--- src/rtl/atm_ledger_arbiter.sv ---
// Round-robin arbiter sharing one account ledger among NUM_REQ ATM controllers.
// Optional feature: define ATM_DAILY_LIMIT_EN to enforce a per-day cumulative withdrawal cap.
module atm_ledger_arbiter #(
  parameter int NUM_REQ      = 4,
  parameter int AMT_W        = 16,
  parameter int INIT_BALANCE = 1000,
  parameter int DAILY_LIMIT  = 500
) (
  input  logic                         clk,
  input  logic                         reset_n,
  input  logic [NUM_REQ-1:0]           req_valid,
  output logic [NUM_REQ-1:0]           req_ready,
  input  logic [2*NUM_REQ-1:0]         req_op,
  input  logic [AMT_W*NUM_REQ-1:0]     req_amount,
  output logic [NUM_REQ-1:0]           rsp_valid,
  output logic [1:0]                   rsp_status,
  output logic [AMT_W-1:0]             rsp_balance,
  output logic [$clog2(NUM_REQ)-1:0]   grant_id,
  output logic                         busy,
  input  logic                         day_rollover
);

  localparam int IDW = $clog2(NUM_REQ);

  localparam logic [1:0] OP_INQUIRY  = 2'b01;
  localparam logic [1:0] OP_WITHDRAW = 2'b10;
  localparam logic [1:0] OP_DEPOSIT  = 2'b11;

  localparam logic [1:0] ST_OK       = 2'b00;
  localparam logic [1:0] ST_NOFUNDS  = 2'b01;
  localparam logic [1:0] ST_LIMIT    = 2'b10;
  localparam logic [1:0] ST_REJECT   = 2'b11;

  typedef enum logic [1:0] {IDLE, EXEC, RESP} state_t;

  state_t             state_q, state_d;
  logic [AMT_W-1:0]   balance_q, balance_d;
  logic [IDW-1:0]     rrPtr_q, rrPtr_d;
  logic [IDW-1:0]     id_q, id_d;
  logic [1:0]         op_q, op_d;
  logic [AMT_W-1:0]   amt_q, amt_d;
  logic [1:0]         status_q, status_d;
  logic [AMT_W-1:0]   rspBal_q, rspBal_d;

  logic               winFound;
  logic [IDW-1:0]     winIdx;
  logic [IDW:0]       cand;
  logic [IDW:0]       nextPtr;
  logic [AMT_W:0]     depositSum;

`ifdef ATM_DAILY_LIMIT_EN
  logic [AMT_W-1:0]   acc_q, acc_d;
  logic [AMT_W-1:0]   accEff;
  logic [AMT_W:0]     accSum;
`else
  logic               unusedDayRollover;
  assign unusedDayRollover = day_rollover;
`endif

  // Scan from the round-robin pointer upward, wrapping, for the first valid requester.
  always_comb begin
    winFound = 1'b0;
    winIdx   = '0;
    cand     = '0;
    for (int i = 0; i < NUM_REQ; i++) begin
      cand = {1'b0, rrPtr_q} + (IDW+1)'(i);
      if (cand >= (IDW+1)'(NUM_REQ)) cand = cand - (IDW+1)'(NUM_REQ);
      if (!winFound && req_valid[cand[IDW-1:0]]) begin
        winFound = 1'b1;
        winIdx   = cand[IDW-1:0];
      end
    end
  end

  always_comb begin
    nextPtr = {1'b0, id_q} + (IDW+1)'(1);
    if (nextPtr >= (IDW+1)'(NUM_REQ)) nextPtr = '0;
  end

  assign depositSum = {1'b0, balance_q} + {1'b0, amt_q};

`ifdef ATM_DAILY_LIMIT_EN
  // A rollover landing in EXEC counts as already applied to this withdrawal.
  assign accEff = day_rollover ? '0 : acc_q;
  assign accSum = {1'b0, accEff} + {1'b0, amt_q};
`endif

  always_comb begin
    state_d   = state_q;
    balance_d = balance_q;
    rrPtr_d   = rrPtr_q;
    id_d      = id_q;
    op_d      = op_q;
    amt_d     = amt_q;
    status_d  = status_q;
    rspBal_d  = rspBal_q;
    req_ready = '0;
    rsp_valid = '0;
`ifdef ATM_DAILY_LIMIT_EN
    acc_d     = day_rollover ? '0 : acc_q;
`endif
    case (state_q)
      IDLE: begin
        if (winFound) begin
          req_ready[winIdx] = 1'b1;
          id_d    = winIdx;
          op_d    = req_op[2*winIdx +: 2];
          amt_d   = req_amount[AMT_W*winIdx +: AMT_W];
          state_d = EXEC;
        end
      end
      EXEC: begin
        status_d = ST_REJECT;
        case (op_q)
          OP_INQUIRY: status_d = ST_OK;
          OP_WITHDRAW: begin
            if (amt_q > balance_q) begin
              status_d = ST_NOFUNDS;
`ifdef ATM_DAILY_LIMIT_EN
            end else if (accSum > (AMT_W+1)'(DAILY_LIMIT)) begin
              status_d = ST_LIMIT;
`endif
            end else begin
              status_d  = ST_OK;
              balance_d = balance_q - amt_q;
`ifdef ATM_DAILY_LIMIT_EN
              acc_d     = accSum[AMT_W-1:0];
`endif
            end
          end
          OP_DEPOSIT: begin
            if (!depositSum[AMT_W]) begin
              status_d  = ST_OK;
              balance_d = depositSum[AMT_W-1:0];
            end
          end
          default: status_d = ST_REJECT;
        endcase
        rspBal_d = balance_d;
        state_d  = RESP;
      end
      RESP: begin
        rsp_valid[id_q] = 1'b1;
        rrPtr_d         = nextPtr[IDW-1:0];
        state_d         = IDLE;
      end
      default: state_d = IDLE;
    endcase
  end

  always_ff @(posedge clk or negedge reset_n) begin
    if (!reset_n) begin
      state_q   <= IDLE;
      balance_q <= AMT_W'(INIT_BALANCE);
      rrPtr_q   <= '0;
      id_q      <= '0;
      op_q      <= '0;
      amt_q     <= '0;
      status_q  <= '0;
      rspBal_q  <= '0;
`ifdef ATM_DAILY_LIMIT_EN
      acc_q     <= '0;
`endif
    end else begin
      state_q   <= state_d;
      balance_q <= balance_d;
      rrPtr_q   <= rrPtr_d;
      id_q      <= id_d;
      op_q      <= op_d;
      amt_q     <= amt_d;
      status_q  <= status_d;
      rspBal_q  <= rspBal_d;
`ifdef ATM_DAILY_LIMIT_EN
      acc_q     <= acc_d;
`endif
    end
  end

  assign rsp_status  = status_q;
  assign rsp_balance = rspBal_q;
  assign grant_id    = id_q;
  assign busy        = (state_q != IDLE);

endmodule

--- config.mk ---
export PLATFORM = sky130hd
export DESIGN_NAME = atm_ledger_arbiter
export DESIGN_NICKNAME = d
export VERILOG_FILES = /design/src/rtl/atm_ledger_arbiter.sv
export SDC_FILE = /design/constraint.sdc
export NUM_CORES = 1
export LEC_CHECK = 0
export CAP_MARGIN = 20
export CORE_MARGIN = 2
export CORE_UTILIZATION = 30
export DETAILED_ROUTE_END_ITERATION = 16
export PLACE_DENSITY = 0.59
export SLEW_MARGIN = 20
export SYNTH_ARGS = -nofsm -noshare
export SYNTH_HDL_FRONTEND = slang
export SYNTH_SLANG_ARGS = --single-unit
--- constraint.sdc ---
create_clock -name clk -period 3.7 [get_ports clk]
set_clock_uncertainty 0.2 [all_clocks]
set_input_delay 0.74 -clock clk [delete_from_list [all_inputs] [get_ports clk]]
set_output_delay 0.74 -clock clk [all_outputs]
set_load 0.02 [all_outputs]
==> run_results.csv, run 1 <==
group,metric,value,unit
synth,yosysTopAreaCell,"dfrtp_1",
floorplan,fp.dieW,123,um
clocking,cts_max_level,2,
clocking,cts_made_buffers,5,
floorplan,die_h,123,um
power_and_ir_drop,ir_drop,0.318,mV
synth,synth-edff-count,0,
drt,wl_per_cell,16.7,um
placed_design,place_inst,751,
power_and_ir_drop,p_seq_share,19.6,%
power_and_ir_drop,power_frac_clock,8.9,%
final_layout,final_cell_area,0.00563,mm^2
synth,seq_area_frac_synth,28.4,%
critical_path,crit_chain,"clkdlybuf4s50_1, nor2_1, a31o_2, nor3_1, clkdlybuf4s50_1",
final_layout,fin_util,40.5,%
sta,maxSlewViolCount,0,
power_and_ir_drop,internal_power,2.74,mW
sta,setup_tns,0,ns
critical_path,critPathRequiredTime,2.76,ns
floorplan,rows,43,
final_layout,n_fill_cell,1438,
power_and_ir_drop,power_density,972,mW/mm^2
critical_path,slowest_delay,0.66,ns
floorplan,coreArea,0.0139,mm^2
critical_path,end_kind,"output port",
synth,synth_cell_types,69,
final_layout,syn_to_final_growth,32.3,%
final_layout,final_common_cell,"clkdlybuf4s50_1",
synth,yosys-top-cells-area,"dfrtp_1 (25%), ha_1 (11%), mux2i_1 (3.8%)",
clocking,cts_setup_buffers,0,
clocking,tritoncts,"built",
clocking,clock_latency,0.30,ns
drt,drt_iter0_markers,170,
floorplan,die-area,0.0151,mm^2
clocking,clkTransAtPathRegs,0.07,ns
critical_path,arrival,2.59,ns
synth,synth_area,0.00425,mm^2
final_layout,fin_cells,759,
status,status,"finished, final reports clean",
worst_hold_path,hp-class,"reg -> reg",
final_layout,drive_above_1_share,11.1,%
floorplan,start_util,30.6,%
grt,antenna_found_initial,0,
critical_path,slowest_stage,"clkdlybuf4s50_1",
synth,syn_area_per_cell,8.73,um^2
sta,fin_crit,3.53,ns
placed_design,portBuffers,106,
final_layout,diodes,0,
drt,wirelength,12.7,mm
clocking,clockBufferDepth,2,
drt,postRouteAntennaNets,0,
grt,grt_pass1_vias,4051,
synth,synth-seq-cells,48,
synth,synth_nets,605,
critical_path,crit_path_start_kind,"input pin",
clocking,clock_sinks,48,
drt,drcViolationCount,0,
sta,setup_violations,0,
sta,rsz0062_at_grt,"false",
grt,gr-total-overflow,0,
placed_design,gp_congestion,0.879,
synth,syn_inst,487,
critical_path,worst-path-max-fanout,12,
synth,yosysTopAreaCellShare,24.7,%
grt,grt_max_degree,33,
placed_design,dp_hpwl,10.2,mm
synth,ys.flop_type,"dfrtp_1",
drt,vias_per_cell,5.22,
floorplan,io_pins,108,
drt,drtPass1Iterations,4,
final_layout,multi_input_area,0.00272,mm^2
power_and_ir_drop,pwr-share-comb,71.5,%
job,cap_violations,0,
sta,fin_ws,0.166,ns
grt,grt_pass1_wl,20.1,mm
power_and_ir_drop,switching_share,49.9,%
clocking,ctsHoldBuffers,0,
grt,grt_usage,17.1,%
power_and_ir_drop,leakage,2.44,nW
sta,worstMarginPinSlew,0.798,ns
sta,fin_crit_sh,95.5,%
synth,synth-async-reset-ratio,100,%
synth,yosys_warnings,0,
clocking,root_buffer,"clkbuf_16",
sta,maxSlewHeadroom,46.8,%
final_layout,layout_common_cells,"clkdlybuf4s50_1 (102), dfrtp_1 (42), ha_1 (37), inv_1 (36), nor2_1 (35)",
final_layout,register_area,0.00121,mm^2
critical_path,critPathKind,"in -> out",
power_and_ir_drop,power_switching,2.73,mW
sta,fmax,283,MHz
placed_design,placed_area,0.00546,mm^2
final_layout,final_net_count,696,
placed_design,place_ws,-0.103,ns
sta,hold_viol,0,
critical_path,cp_common_cell,"clkdlybuf4s50_1",
drt,num_vias,3965,
==> worst max-delay path, delay by kind of cell <==
kind	cells	cell delay (ns)
AOI/OAI and AO/OA	1	0.34
and+or+nand+nor	2	0.32
buffers and inverters	2	1.20
==> metrics by stage <==
step / hold WS [ns] / power (mW)
2_1_floorplan: 0.244 / 3.87
6_report: 0.291 / 5.47
5_1_grt: 0.324 / 5.94
3_5_place_dp: 0.283 / 4.98
3_3_place_gp: 0.277 / 4.90
4_1_cts: 0.293 / 5.49
==> Yosys cell counts (3+ instances only) <==
library cell / instances
a211o_1: 3
a21o_1: 9
a21oi_1: 25
a221o_1: 6
a22o_1: 4
a22oi_1: 14
a41oi_1: 3
and2_1: 6
buf_2: 7
buf_4: 15
clkbuf_1: 14
dfrtp_1: 42
dfstp_2: 6
ha_1: 37
inv_1: 36
mux2_2: 14
mux2i_1: 16
nand2_1: 30
nand2b_1: 4
nand3_1: 5
nor2_1: 35
nor2b_1: 8
nor3_1: 8
o211ai_1: 9
o21a_1: 11
o21ai_0: 31
o21ai_1: 7
o21bai_1: 4
o221ai_1: 9
o22ai_1: 5
o31ai_1: 5
xnor2_1: 8
xor2_1: 5
==> cell type report <==
type	count	area share [%]
multi-input cells	363	48.3
flip-flops and latches	48	21.5
repair buffers	121	20.9
well taps	180	4.00
inverters	39	2.60
clock buffers	6	2.47
clock inverters	2	0.267
==> power by group through the flow <==
| stage | clock, mW | sequential [mW] | combinational, mW |
|---|---|---|---|
| floorplan | 0 | 1.03 | 2.84 |
| global placement | 0 | 1.07 | 3.83 |
| detailed placement | 0 | 1.09 | 3.89 |
| CTS | 0.500 | 1.08 | 3.91 |
| global route | 0.518 | 1.12 | 4.30 |
| finish | 0.488 | 1.07 | 3.91 |
==> cells by family (layout without fill, tap and decap cells) <==
family / Yosys count / in the layout / synth area share [%]
DFF: 48 / 48 / 28.4
and+or+nand+nor: 113 / 113 / 13.2
buffers and inverters: 76 / 168 / 8.24
AOI/OAI and AO/OA: 168 / 168 / 28.2
muxes: 30 / 30 / 7.47
adders and majority gates: 39 / 39 / 11.8
xor gates and xnor gates: 13 / 13 / 2.68
==> what timing repair did <==
| action | in CTS | in global routing |
|---|---|---|
| cloned | 0 | 0 |
| endpoints found under the hold margin | 0 | 0 |
| setup endpoints to repair | 1 | 3 |
| gates resized for setup | 1 | 3 |
==> path summary, 6_finish.rpt <==
kind,depth (start not counted),slack [ns],end,start
max in group asynchronous,2,2.17,balance_q[7],reset_n
min in group asynchronous,1,0.33,rsp_balance[6],reset_n
max,5,0.17,req_ready[2],req_valid[3]
min reg2reg,2,0.29,balance_q[9],balance_q[9]
min,2,0.29,balance_q[9],balance_q[9]
max reg2reg,11,0.31,flip-flop,amt_q[0]
==> routing by layer <==
layer | vias to the layer above | wire (um) | track usage (%)
met5 | - | 0 | 0
met4 | 0 | 264 | 5.68
met3 | 20 | 918 | 4.24
met2 | 135 | 5970 | 29.7
met1 | 1874 | 5560 | 20.8
li1 | 1936 | - | -
Power figures use the tool's default switching activity.
==> run 2: changes to the inputs <==
--- a/config.mk
+++ b/config.mk
@@ -10,7 +10,6 @@
 export CORE_UTILIZATION = 30
 export DETAILED_ROUTE_END_ITERATION = 16
 export PLACE_DENSITY = 0.59
-export SLEW_MARGIN = 20
 export SYNTH_ARGS = -nofsm -noshare
 export SYNTH_HDL_FRONTEND = slang
 export SYNTH_SLANG_ARGS = --single-unit
==> results of run 2 <==
No change in the layout: final DEF, timing and power equal those of run 1.
==> run 3: changes to the inputs <==
--- a/config.mk
+++ b/config.mk
@@ -10,6 +10,7 @@
 export CORE_UTILIZATION = 30
 export DETAILED_ROUTE_END_ITERATION = 16
 export PLACE_DENSITY = 0.59
+export REMOVE_ABC_BUFFERS = 1
 export SYNTH_ARGS = -nofsm -noshare
 export SYNTH_HDL_FRONTEND = slang
 export SYNTH_SLANG_ARGS = --single-unit
==> constraint.sdc (replaced) <==
create_clock -name clk -period 3.5 [get_ports clk]
set_clock_uncertainty 0.2 [all_clocks]
set_input_delay 0.7 -clock clk [delete_from_list [all_inputs] [get_ports clk]]
set_output_delay 0.7 -clock clk [all_outputs]
set_load 0.02 [all_outputs]
==> run 3 against run 2 <==
Cell count rose by 2.2%. Die area stayed put. Global-route usage barely moved. Sequential power is 5% higher. Total power increased by 9.6%. Non-clock buffer count increased by 17. Combinational power rose by 10%. Sequential share of layout area fell by 0.48 points. Critical path depth up 3. Critical path type unchanged. Largest power group unchanged. Highest routed layer unchanged.
==> run_results.csv, run 3 (same netlist as run 1, synthesis figures left out) <==
group,metric,value,unit
status,status,"finished, final reports clean",
floorplan,io_pins,108,
worst_hold_path,hp-class,"in -> async",
placed_design,dp_hpwl,10.3,mm
grt,grt_pass1_vias,4106,
critical_path,cp_common_cell,"nor2_1",
drt,wirelength,12.8,mm
sta,maxSlewViolCount,0,
drt,drtPass1Iterations,4,
grt,antenna_found_initial,0,
drt,wl_per_cell,16.5,um
placed_design,gp_congestion,0.914,
critical_path,r2r.worst_path.cells,11,
critical_path,critPathKind,"in -> out",
floorplan,die-area,0.0151,mm^2
sta,setup_tns,0,ns
final_layout,layout_common_cells,"clkdlybuf4s50_1 (101), dfrtp_1 (42), ha_1 (37), inv_1 (36), nor2_1 (35)",
power_and_ir_drop,switching_share,49.2,%
clocking,cts_setup_buffers,0,
power_and_ir_drop,leakage,2.50,nW
sta,fin_crit_sh,96.2,%
critical_path,reg2reg_slack,0.15,ns
grt,gr-total-overflow,0,
grt,grt_max_degree,28,
drt,num_vias,3942,
final_layout,n_fill_cell,1412,
critical_path,critPathRequiredTime,2.60,ns
final_layout,diodes,0,
power_and_ir_drop,power_density,1040,mW/mm^2
power_and_ir_drop,internal_power,3.05,mW
sta,rsz0062_at_grt,"false",
final_layout,drive_above_1_share,13.4,%
sta,maxSlewHeadroom,55.8,%
final_layout,syn_to_final_growth,35.3,%
drt,postRouteAntennaNets,0,
final_layout,final_common_cell,"clkdlybuf4s50_1",
clocking,root_buffer,"clkbuf_16",
grt,grt_pass1_wl,20.6,mm
critical_path,worst-path-max-fanout,6,
drt,drt_iter0_markers,190,
sta,setup_violations,0,
critical_path,crit_path_start_kind,"input pin",
clocking,clockBufferDepth,2,
power_and_ir_drop,power_switching,2.95,mW
drt,vias_per_cell,5.08,
clocking,cts_made_buffers,5,
floorplan,rows,43,
floorplan,start_util,30.6,%
final_layout,final_net_count,713,
clocking,tritoncts,"built",
drt,drcViolationCount,0,
critical_path,end_kind,"output port",
final_layout,fin_util,41.5,%
floorplan,die_h,123,um
sta,fin_crit,3.37,ns
floorplan,fp.dieW,123,um
critical_path,crit_chain,"clkdlybuf4s50_1, inv_1, nor2_1, a211o_1, a21oi_4, nand2_1, nor2_1, dlygate4sd2_1",
sta,worstMarginPinSlew,0.663,ns
sta,hold_viol,0,
placed_design,portBuffers,106,
power_and_ir_drop,pwr-share-comb,71.9,%
clocking,clock_sinks,48,
placed_design,place_inst,768,
critical_path,slowest_delay,0.42,ns
critical_path,slowest_stage,"clkdlybuf4s50_1",
grt,grt_usage,17.1,%
power_and_ir_drop,power_frac_clock,9.5,%
sta,fmax,297,MHz
final_layout,fin_cells,776,
clocking,clock_latency,0.29,ns
power_and_ir_drop,ir_drop,0.383,mV
job,cap_violations,0,
clocking,clkTransAtPathRegs,0.07,ns
floorplan,coreArea,0.0139,mm^2
critical_path,arrival,2.47,ns
clocking,cts_max_level,2,
power_and_ir_drop,p_seq_share,18.6,%
## run 3: worst max path at each step
stage,to,start,cells past startpoint,slack (ns)
2_1_floorplan,req_ready[3],req_valid[0],6,-0.96
3_5_place_dp,req_ready[3],req_valid[0],8,-0.13
3_3_place_gp,req_ready[3],req_valid[0],8,-0.06
6_report,req_ready[3],req_valid[0],8,0.13
5_1_grt,flip-flop,flip-flop,11,0.009
4_1_cts,req_ready[3],req_valid[0],8,0.14
## run 3: power groups by stage
| stage | Sequential, mW | Combinational [mW] | Clock [mW] |
|---|---|---|---|
| global route | 1.17 | 4.72 | 0.611 |
| global placement | 1.11 | 4.23 | 0 |
| finish | 1.12 | 4.31 | 0.570 |
| detailed placement | 1.13 | 4.28 | 0 |
| floorplan | 1.17 | 2.80 | 0 |
| CTS | 1.12 | 4.29 | 0.591 |
## run 3: final cells by class
| class | count | area [um^2] | area share, % |
|---|---|---|---|
| clock buffers | 5 | 125 | 2.17 |
| flip-flops and latches | 48 | 1210 | 21.0 |
| multi-input cells | 363 | 2710 | 47.1 |
| well taps | 180 | 225 | 3.91 |
| repair buffers | 138 | 1290 | 22.4 |
| inverters | 39 | 146 | 2.54 |
| clock inverters | 3 | 47.5 | 0.826 |
## run 3: worst max-delay path, delay by kind of cell
kind	cells	cell delay [ns]
and+or+nand+nor	3	0.32
AOI/OAI and AO/OA	2	0.55
buffers and inverters	3	0.89
## run 3: per-stage QoR
stage	hold WS, ns	cell area, um^2	total power [mW]	worst slack, ns
2_1_floorplan	0.204	4050	3.97	-0.963
3_3_place_gp	0.278	5590	5.34	-0.0638
3_5_place_dp	0.282	5590	5.41	-0.127
4_1_cts	0.262	5760	6.00	0.143
5_1_grt	0.289	5760	6.50	0.00945
6_report	0.235	5760	5.99	0.133
## run 3: timing repair
| item | 4_1_cts | 5_1_grt |
|---|---|---|
| endpoints found under the setup margin | 4 | 0 |
| hold buffers | 0 | 0 |
| resized for setup | 4 | 0 |
## run 3: per-layer routing
metal / GRT usage [%] / vias up / wire length, um
li1: - / 1966 / -
met1: 22.2 / 1872 / 5770
met2: 29.2 / 94 / 6160
met3: 3.78 / 10 / 688
met4: 3.76 / 0 / 161
met5: 0 / - / 0
